File: src/rtl/stage2.sv
// MD4 round-2 engine: accepts one chaining state plus message block, runs the
// sixteen G-steps one per clock, then holds the result until downstream takes it.
module stage2 #(
  parameter logic [31:0] ROUND_CONST = 32'h5A827999
) (
  input  logic         clk,
  input  logic         rst_n,
  input  logic         in_valid,
  output logic         in_ready,
  input  logic [31:0]  a_in,
  input  logic [31:0]  b_in,
  input  logic [31:0]  c_in,
  input  logic [31:0]  d_in,
  input  logic [511:0] x,
  output logic         out_valid,
  input  logic         out_ready,
  output logic [31:0]  out_a,
  output logic [31:0]  out_b,
  output logic [31:0]  out_c,
  output logic [31:0]  out_d
);

  typedef enum logic [1:0] {StIdle, StRun, StDone} state_e;

  state_e         state_q, state_d;
  logic [31:0]    a_q, b_q, c_q, d_q;
  logic [511:0]   x_q;
  logic [3:0]     cnt_q;

  logic           load, step;
  logic [1:0]     pat;
  logic [3:0]     k;
  logic [31:0]    x_k, dest, p, q, r, g, sum, rot;

  assign load = (state_q == StIdle) && in_valid;
  assign step = (state_q == StRun);

  // Low two counter bits pick the rotating register pattern, high two pick
  // the word offset, so k walks 0,4,8,12,1,5,...
  assign pat = cnt_q[1:0];
  assign k   = {cnt_q[1:0], cnt_q[3:2]};
  assign x_k = x_q[{k, 5'b00000} +: 32];

  always_comb begin
    dest = a_q;
    p    = b_q;
    q    = c_q;
    r    = d_q;
    unique case (pat)
      2'd0: begin dest = a_q; p = b_q; q = c_q; r = d_q; end
      2'd1: begin dest = d_q; p = a_q; q = b_q; r = c_q; end
      2'd2: begin dest = c_q; p = d_q; q = a_q; r = b_q; end
      2'd3: begin dest = b_q; p = c_q; q = d_q; r = a_q; end
      default: ;
    endcase
  end

  assign g   = (p & q) | (p & r) | (q & r);
  assign sum = dest + g + x_k + ROUND_CONST;

  always_comb begin
    rot = sum;
    unique case (pat)
      2'd0: rot = {sum[28:0], sum[31:29]};
      2'd1: rot = {sum[26:0], sum[31:27]};
      2'd2: rot = {sum[22:0], sum[31:23]};
      2'd3: rot = {sum[18:0], sum[31:19]};
      default: ;
    endcase
  end

  always_comb begin
    state_d   = state_q;
    in_ready  = 1'b0;
    out_valid = 1'b0;
    unique case (state_q)
      StIdle: begin
        in_ready = 1'b1;
        if (in_valid) state_d = StRun;
      end
      StRun: begin
        if (cnt_q == 4'd15) state_d = StDone;
      end
      StDone: begin
        out_valid = 1'b1;
        if (out_ready) state_d = StIdle;
      end
      default: state_d = StIdle;
    endcase
  end

  always_ff @(posedge clk or negedge rst_n) begin
    if (!rst_n) begin
      state_q <= StIdle;
      cnt_q   <= 4'd0;
      a_q     <= 32'd0;
      b_q     <= 32'd0;
      c_q     <= 32'd0;
      d_q     <= 32'd0;
      x_q     <= '0;
    end else begin
      state_q <= state_d;
      if (load) begin
        a_q   <= a_in;
        b_q   <= b_in;
        c_q   <= c_in;
        d_q   <= d_in;
        x_q   <= x;
        cnt_q <= 4'd0;
      end else if (step) begin
        cnt_q <= cnt_q + 4'd1;
        unique case (pat)
          2'd0: a_q <= rot;
          2'd1: d_q <= rot;
          2'd2: c_q <= rot;
          2'd3: b_q <= rot;
          default: ;
        endcase
      end
    end
  end

  assign out_a = a_q;
  assign out_b = b_q;
  assign out_c = c_q;
  assign out_d = d_q;

endmodule
File: config.mk
export PLATFORM = sky130hd
export DESIGN_NAME = stage2
export DESIGN_NICKNAME = d
export VERILOG_FILES = /design/src/rtl/stage2.sv
export SDC_FILE = /design/constraint.sdc
export NUM_CORES = 2
export LEC_CHECK = 0
export BUFFER_PORTS_ARGS = -buffer_cell sky130_fd_sc_hd__clkbuf_2
export CORE_AREA = 5 5 295 297
export CTS_BUF_LIST = sky130_fd_sc_hd__clkbuf_8 sky130_fd_sc_hd__clkbuf_16
export CTS_CLUSTER_SIZE = 10
export DETAILED_ROUTE_END_ITERATION = 6
export DIE_AREA = 0 0 300 302
export PLACE_DENSITY_LB_ADDON = 0.05
export SLEW_MARGIN = 10
export SYNTH_ARGS = -nofsm -noshare
export SYNTH_HDL_FRONTEND = slang
export SYNTH_SLANG_ARGS = --single-unit
File: constraint.sdc
create_clock -name clk -period 8.6 [get_ports clk]
set_input_delay 0.86 -clock clk [delete_from_list [all_inputs] [get_ports clk]]
set_output_delay 0.86 -clock clk [all_outputs]
set_load 0.02 [all_outputs]
# == Word level (Yosys, flattened, before mapping) ==
# Cells that the tools add are included.
# word_totals
regBits,646
in_bits,644
output_inout_bits,130
wordCells,64
# op_classes
reduce_logical,13
muxes,25
eq_ne,9
bitwise,5
shift,1
n_addsub,4
# ops
op,n
$pmux W32 S4,4
$shiftx A512 B10 Y32,1
$mux W32,12
$and A32 B32 Y32,3
$pmux W32 S3,1
$add A32 B32 Y32,2
$or A32 B32 Y32,2
$add A32 B31 Y32 const B,1
$reduce_bool A2 Y1,5
$mux W4,2
$reduce_and A2 Y1,4
$eq A2 B2 Y1 const B,3
$mux W2,3
$pmux W2 S3,1
$add A4 B1 Y4 const B,1
$eq A2 B1 Y1 const B,2
$eq A4 B4 Y1 const B,1
$logic_not A2 Y1,2
$ne A2 B2 Y1 const B,2
$reduce_and A3 Y1,1
$mux W1,2
$ne A2 B1 Y1 const B,1
$logic_and A1 B1 Y1,1

# == Logic depth before layout (Yosys ltp) ==
# logic_depth
word_depth,12
depth_mapped,26

# == Least setup slack after synthesis ==
# No wires, ideal clock.
# synth_path
path_type,register -> register
start,reg cnt_q[1]
end,"reg a_q[2], in the netlist out_a[2]"
setup_slack_ns,2.356
arrival_time_ns,6.118
stages_incl_launch_ff,23
n_path_buf,4
path_cell_list,dfrtp_1 inv_2 buf_1 ha_1 clkbuf_1 buf_1 buf_1 a222oi_1 maj3_1 a21oi_1 fa_1 ha_1 ha_1 fa_1 a211oi_1 nor3_1 o211ai_1 nand3_1 xor2_1 a221o_1 a211oi_1 nor3_1 a221o_1
# synth_via
elab_chain_cells,12
word_cells_on_any_way,23
cone_classes,3 x add/sub; 3 x eq/ne; 1 x shift; 8 x mux; 5 x bitwise; 3 x reduce/logical
# synth_lines
item,line,rtl
start: declaration,28,logic [3:0] cnt_q;
start signal: assignment,111,cnt_q <= cnt_q + 4'd1;
$eq A2 B2 Y1 (tied with other cells),"49, 63",
$pmux W32 S4,49,unique case (pat)
$and A32 B32 Y32,58,assign g = (p & q) | (p & r) | (q & r);
$or A32 B32 Y32 (2 in series),58,
$add A32 B32 Y32 (2 in series),59,assign sum = dest + g + x_k + ROUND_CONST;
$add A32 B31 Y32,59,
$pmux W32 S3,63,unique case (pat)
$mux W32,112,unique case (pat)
$mux W32,110,end else if (step) begin
$mux W32,103,if (load) begin
end signal: assignment,104,a_q <= a_in;
end signal: assignment,113,2'd0: a_q <= rot;
end: declaration,26,"logic [31:0] a_q, b_q, c_q, d_q;"
# Parallel ways exist; a longest one is shown, timed or not. The select of a mux whose other input is x is not followed.
# A chain may end at the register's enable or synchronous reset.

# == Final worst setup path ==
# layout_path
start,reg cnt_q[0]
end,"reg b_q[2], in the netlist out_b[2]"
# layout_via
elab_chain_cells,12
word_cells_on_any_way,23
cone_classes,3 x add/sub; 3 x eq/ne; 1 x shift; 8 x mux; 5 x bitwise; 3 x reduce/logical
# layout_lines
item,line,rtl
$eq A2 B2 Y1 (tied with other cells),"49, 63, 112",
$pmux W32 S4,49,
$and A32 B32 Y32,58,
$or A32 B32 Y32 (2 in series),58,
$add A32 B32 Y32 (2 in series),59,
$add A32 B31 Y32,59,
$pmux W32 S3,63,
$mux W32,112,
$mux W32,110,
$mux W32,103,
end signal: assignment,105,b_q <= b_in;
end signal: assignment,116,2'd3: b_q <= rot;
end: declaration,26,
# Parallel ways exist; a longest one is shown, timed or not. The select of a mux whose other input is x is not followed.

==> results.ini <==
[global_routing]
antenna_found_initial=30
overflow=0
grt_max_degree=257
grt_pass1_vias=31600
grt_pass1_wl_mm=213
track_usage_pct=31.6

[floorplan]
die-height_um=302
fp.dieArea_um2=90600
initial_core_util_pct=41.8
fp.coreArea_um2=84300
rows=107
fp.dieW_um=300
io_pins=774

[layout]
syn2layout_area_growth_pct=20.1
drive_gt1_share_pct=25.2
fill_cells=8204
multi_input_area_um2=17800
nets=5160
seq_area_um2=16200
stdcell_area_um2=42300

[worst_setup_path]
required_ns=9.09
critical_path.endpoint_type=register
path_max_fanout=58
crit_path_max_incr_delay_ns=0.73
slowest_stage=a211oi_1
worstSetupPathType=register to register
cp-start-kind=register
worstPathArrival_ns=7.46
crit_chain=ha_4 > buf_4 > buf_4 > a222oi_1 > maj3_1 > a21oi_1 > fa_1 > ha_1 > ha_1 > a21o_1 > a31o_2 > a21oi_1 > nand3_1 > a41oi_1 > xnor2_1 > a211oi_1 > nor3_1 > a221o_1

[clock_network]
cts_tree=built
htree_levels=3
cts_sinks=646
clk_pin_slew_ns=0.06
cts_buffers=78
clk_latency_ns=0.63
cts-root-buf=clkbuf_16
post_cts_buffers=0
hold_buffers=0
ctsResizeCount=0
clock_path_buffers=3

[logic_synthesis]
synth_ff_type=dfrtp_1
ys_seq_area_share_pct=45.9
synth_area_um2=35200
yosysWarnings=0
avgSynthCellArea_um2=9.27
synth-edff-count=0
synth-async-reset-ratio_pct=100
syn_nets=4545
synth_seq_cells=646
synthCells=3803
synthDistinctLibCells=75

[timing]
fin_crit_ns=6.97
worstMarginPinSlew_ns=1.27
fmax_ghz=0.144
grt_setup_unrepaired=false
fin_tns_setup_ns=0
worst_clock_skew_ns=0.0326
setup_violations=0
hold_viol_final=0
hold_ws_ns=0.169
slew_headroom_pct=15.5
final_max_slew_viol_count=0
period_share_pct=81.0

[hold_path]
hp-class=input pin to async pin

[routing]
drt-total-wl_mm=148
wl_per_cell_um=26.7
drt_iter0_markers=3833
ant_nets=0
drcViolationCount=55
first_pass_iters=7
vias_per_cell=5.77
vias=32100

[placed_design]
hpwl_mm=111
numPortBuffers=773
gp_congestion=0.972
placed_area_um2=40000

[outcome]
violations=design-rule violations
status=complete, but fails checks

[job]
cap_violations=0

[layout by cell type, fill, tap and decap left out, types with 11 or more instances in the layout]
| cell | count |
|---|---|
| nand2_1 | 1644 |
| clkbuf_2 | 772 |
| dfrtp_1 | 643 |
| mux4_2 | 160 |
| o21ai_0 | 148 |
| a222oi_1 | 129 |
| a22oi_1 | 106 |
| a21oi_1 | 91 |
| clkbuf_16 | 79 |
| inv_1 | 76 |
| nor2_1 | 69 |
| maj3_1 | 64 |
| ha_1 | 64 |
| buf_4 | 35 |
| fa_1 | 31 |
| a21o_1 | 26 |
| a221oi_1 | 18 |
| diode_2 | 17 |
| xnor2_1 | 17 |
| nand3_1 | 16 |
| nor3_1 | 15 |
| o21a_1 | 13 |
| a221o_1 | 13 |
| buf_12 | 12 |
| nand2b_1 | 11 |
| o211ai_1 | 11 |
[state kept, by name, indices dropped and copies added, names as in the netlist]
| register | flops |
|---|---|
| out_b | 32 |
| state_q | 2 |
| cnt_q | 4 |
| out_a | 32 |
| x_q | 512 |
| out_c | 32 |
| out_d | 32 |
[metal layers]
| metal | GRT usage (%) | wire length [um] | vias up |
|---|---|---|---|
| met1 | 40.6 | 57800 | 15900 |
| li1 | - | - | 14500 |
| met2 | 54.3 | 74200 | 1448 |
| met4 | 11.2 | 5600 | 10 |
| met3 | 5.37 | 10500 | 226 |
| met5 | 0 | 68 | - |
[critical path: cells and delay by family (launching register included)]
| kind | cells | cell delay (ns) |
|---|---|---|
| AOI/OAI and AO/OA | 8 | 2.60 |
| xor gates and xnor gates | 1 | 0.24 |
| adders and majority gates | 5 | 2.23 |
| buffers and inverters | 2 | 0.77 |
| DFF | 1 | 0.69 |
| and+or+nand+nor | 2 | 0.30 |
[synthesized netlist by cell type, drive strengths merged (11+ instances only)]
cell type,count,area (um^2)
o21ai,153,785
dfrtp,646,16200
maj3,64,641
ha,67,838
nand3,16,80.1
a221oi,20,188
a22oi,106,796
mux4,160,3600
buf,51,221
a21o,27,204
inv,60,225
xnor2,17,149
a222oi,129,1290
a221o,13,130
nand2,1648,6190
a21oi,91,455
nor2,73,274
nor3,15,75.1
o211ai,11,82.6
fa,31,621
nand2b,11,68.8
clkbuf,234,878
o21a,13,97.6
[cell families after synthesis]
family	count (synthesis)	synth area share, %
flip-flops	646	45.9
buffers and inverters	346	3.77
adder cells (fa/ha/maj)	162	5.96
AND/OR/NAND/NOR	1809	19.9
multiplexers	164	10.3
AO/OA/AOI/OAI	652	13.6
XOR/XNOR	24	0.597
[layout make-up]
type / instances / share of cell area (%)
multi-input combinational: 2811 / 42.1
clock buffer: 86 / 4.90
clock inverter: 26 / 0.550
inverter: 61 / 0.547
antenna: 17 / 0.101
tap: 1090 / 3.22
timing repair buffer: 820 / 10.4
sequential: 646 / 38.2
[path summary, 6_finish.rpt]
path	start	endpoint	slack, ns	depth (start not counted)
max	cnt_q[0]	out_b[2]	1.63	18
min	rst_n	x_q[277]	0.17	1
max reg2reg	cnt_q[0]	out_b[2]	1.63	18
min reg2reg	x_q[215]	x_q[215]	0.47	2
max in group asynchronous	rst_n	x_q[219]	6.29	3
min in group clk	x[119]	x_q[119]	0.41	3
[metrics by stage]
stage / worst slack [ns] / util (%) / cells
4_1_cts: 1.79 / 50.1 / 5540
2_1_floorplan: 2.36 / - / 3803
5_1_grt: 1.34 / 50.2 / 5553
3_3_place_gp: 1.87 / 47.4 / 5428
3_5_place_dp: 1.83 / 47.4 / 5428
6_report: 1.63 / 50.2 / 5557
Power is not shown: default switching activity piles up to over one toggle a cycle in this logic, so the estimate is an artifact.
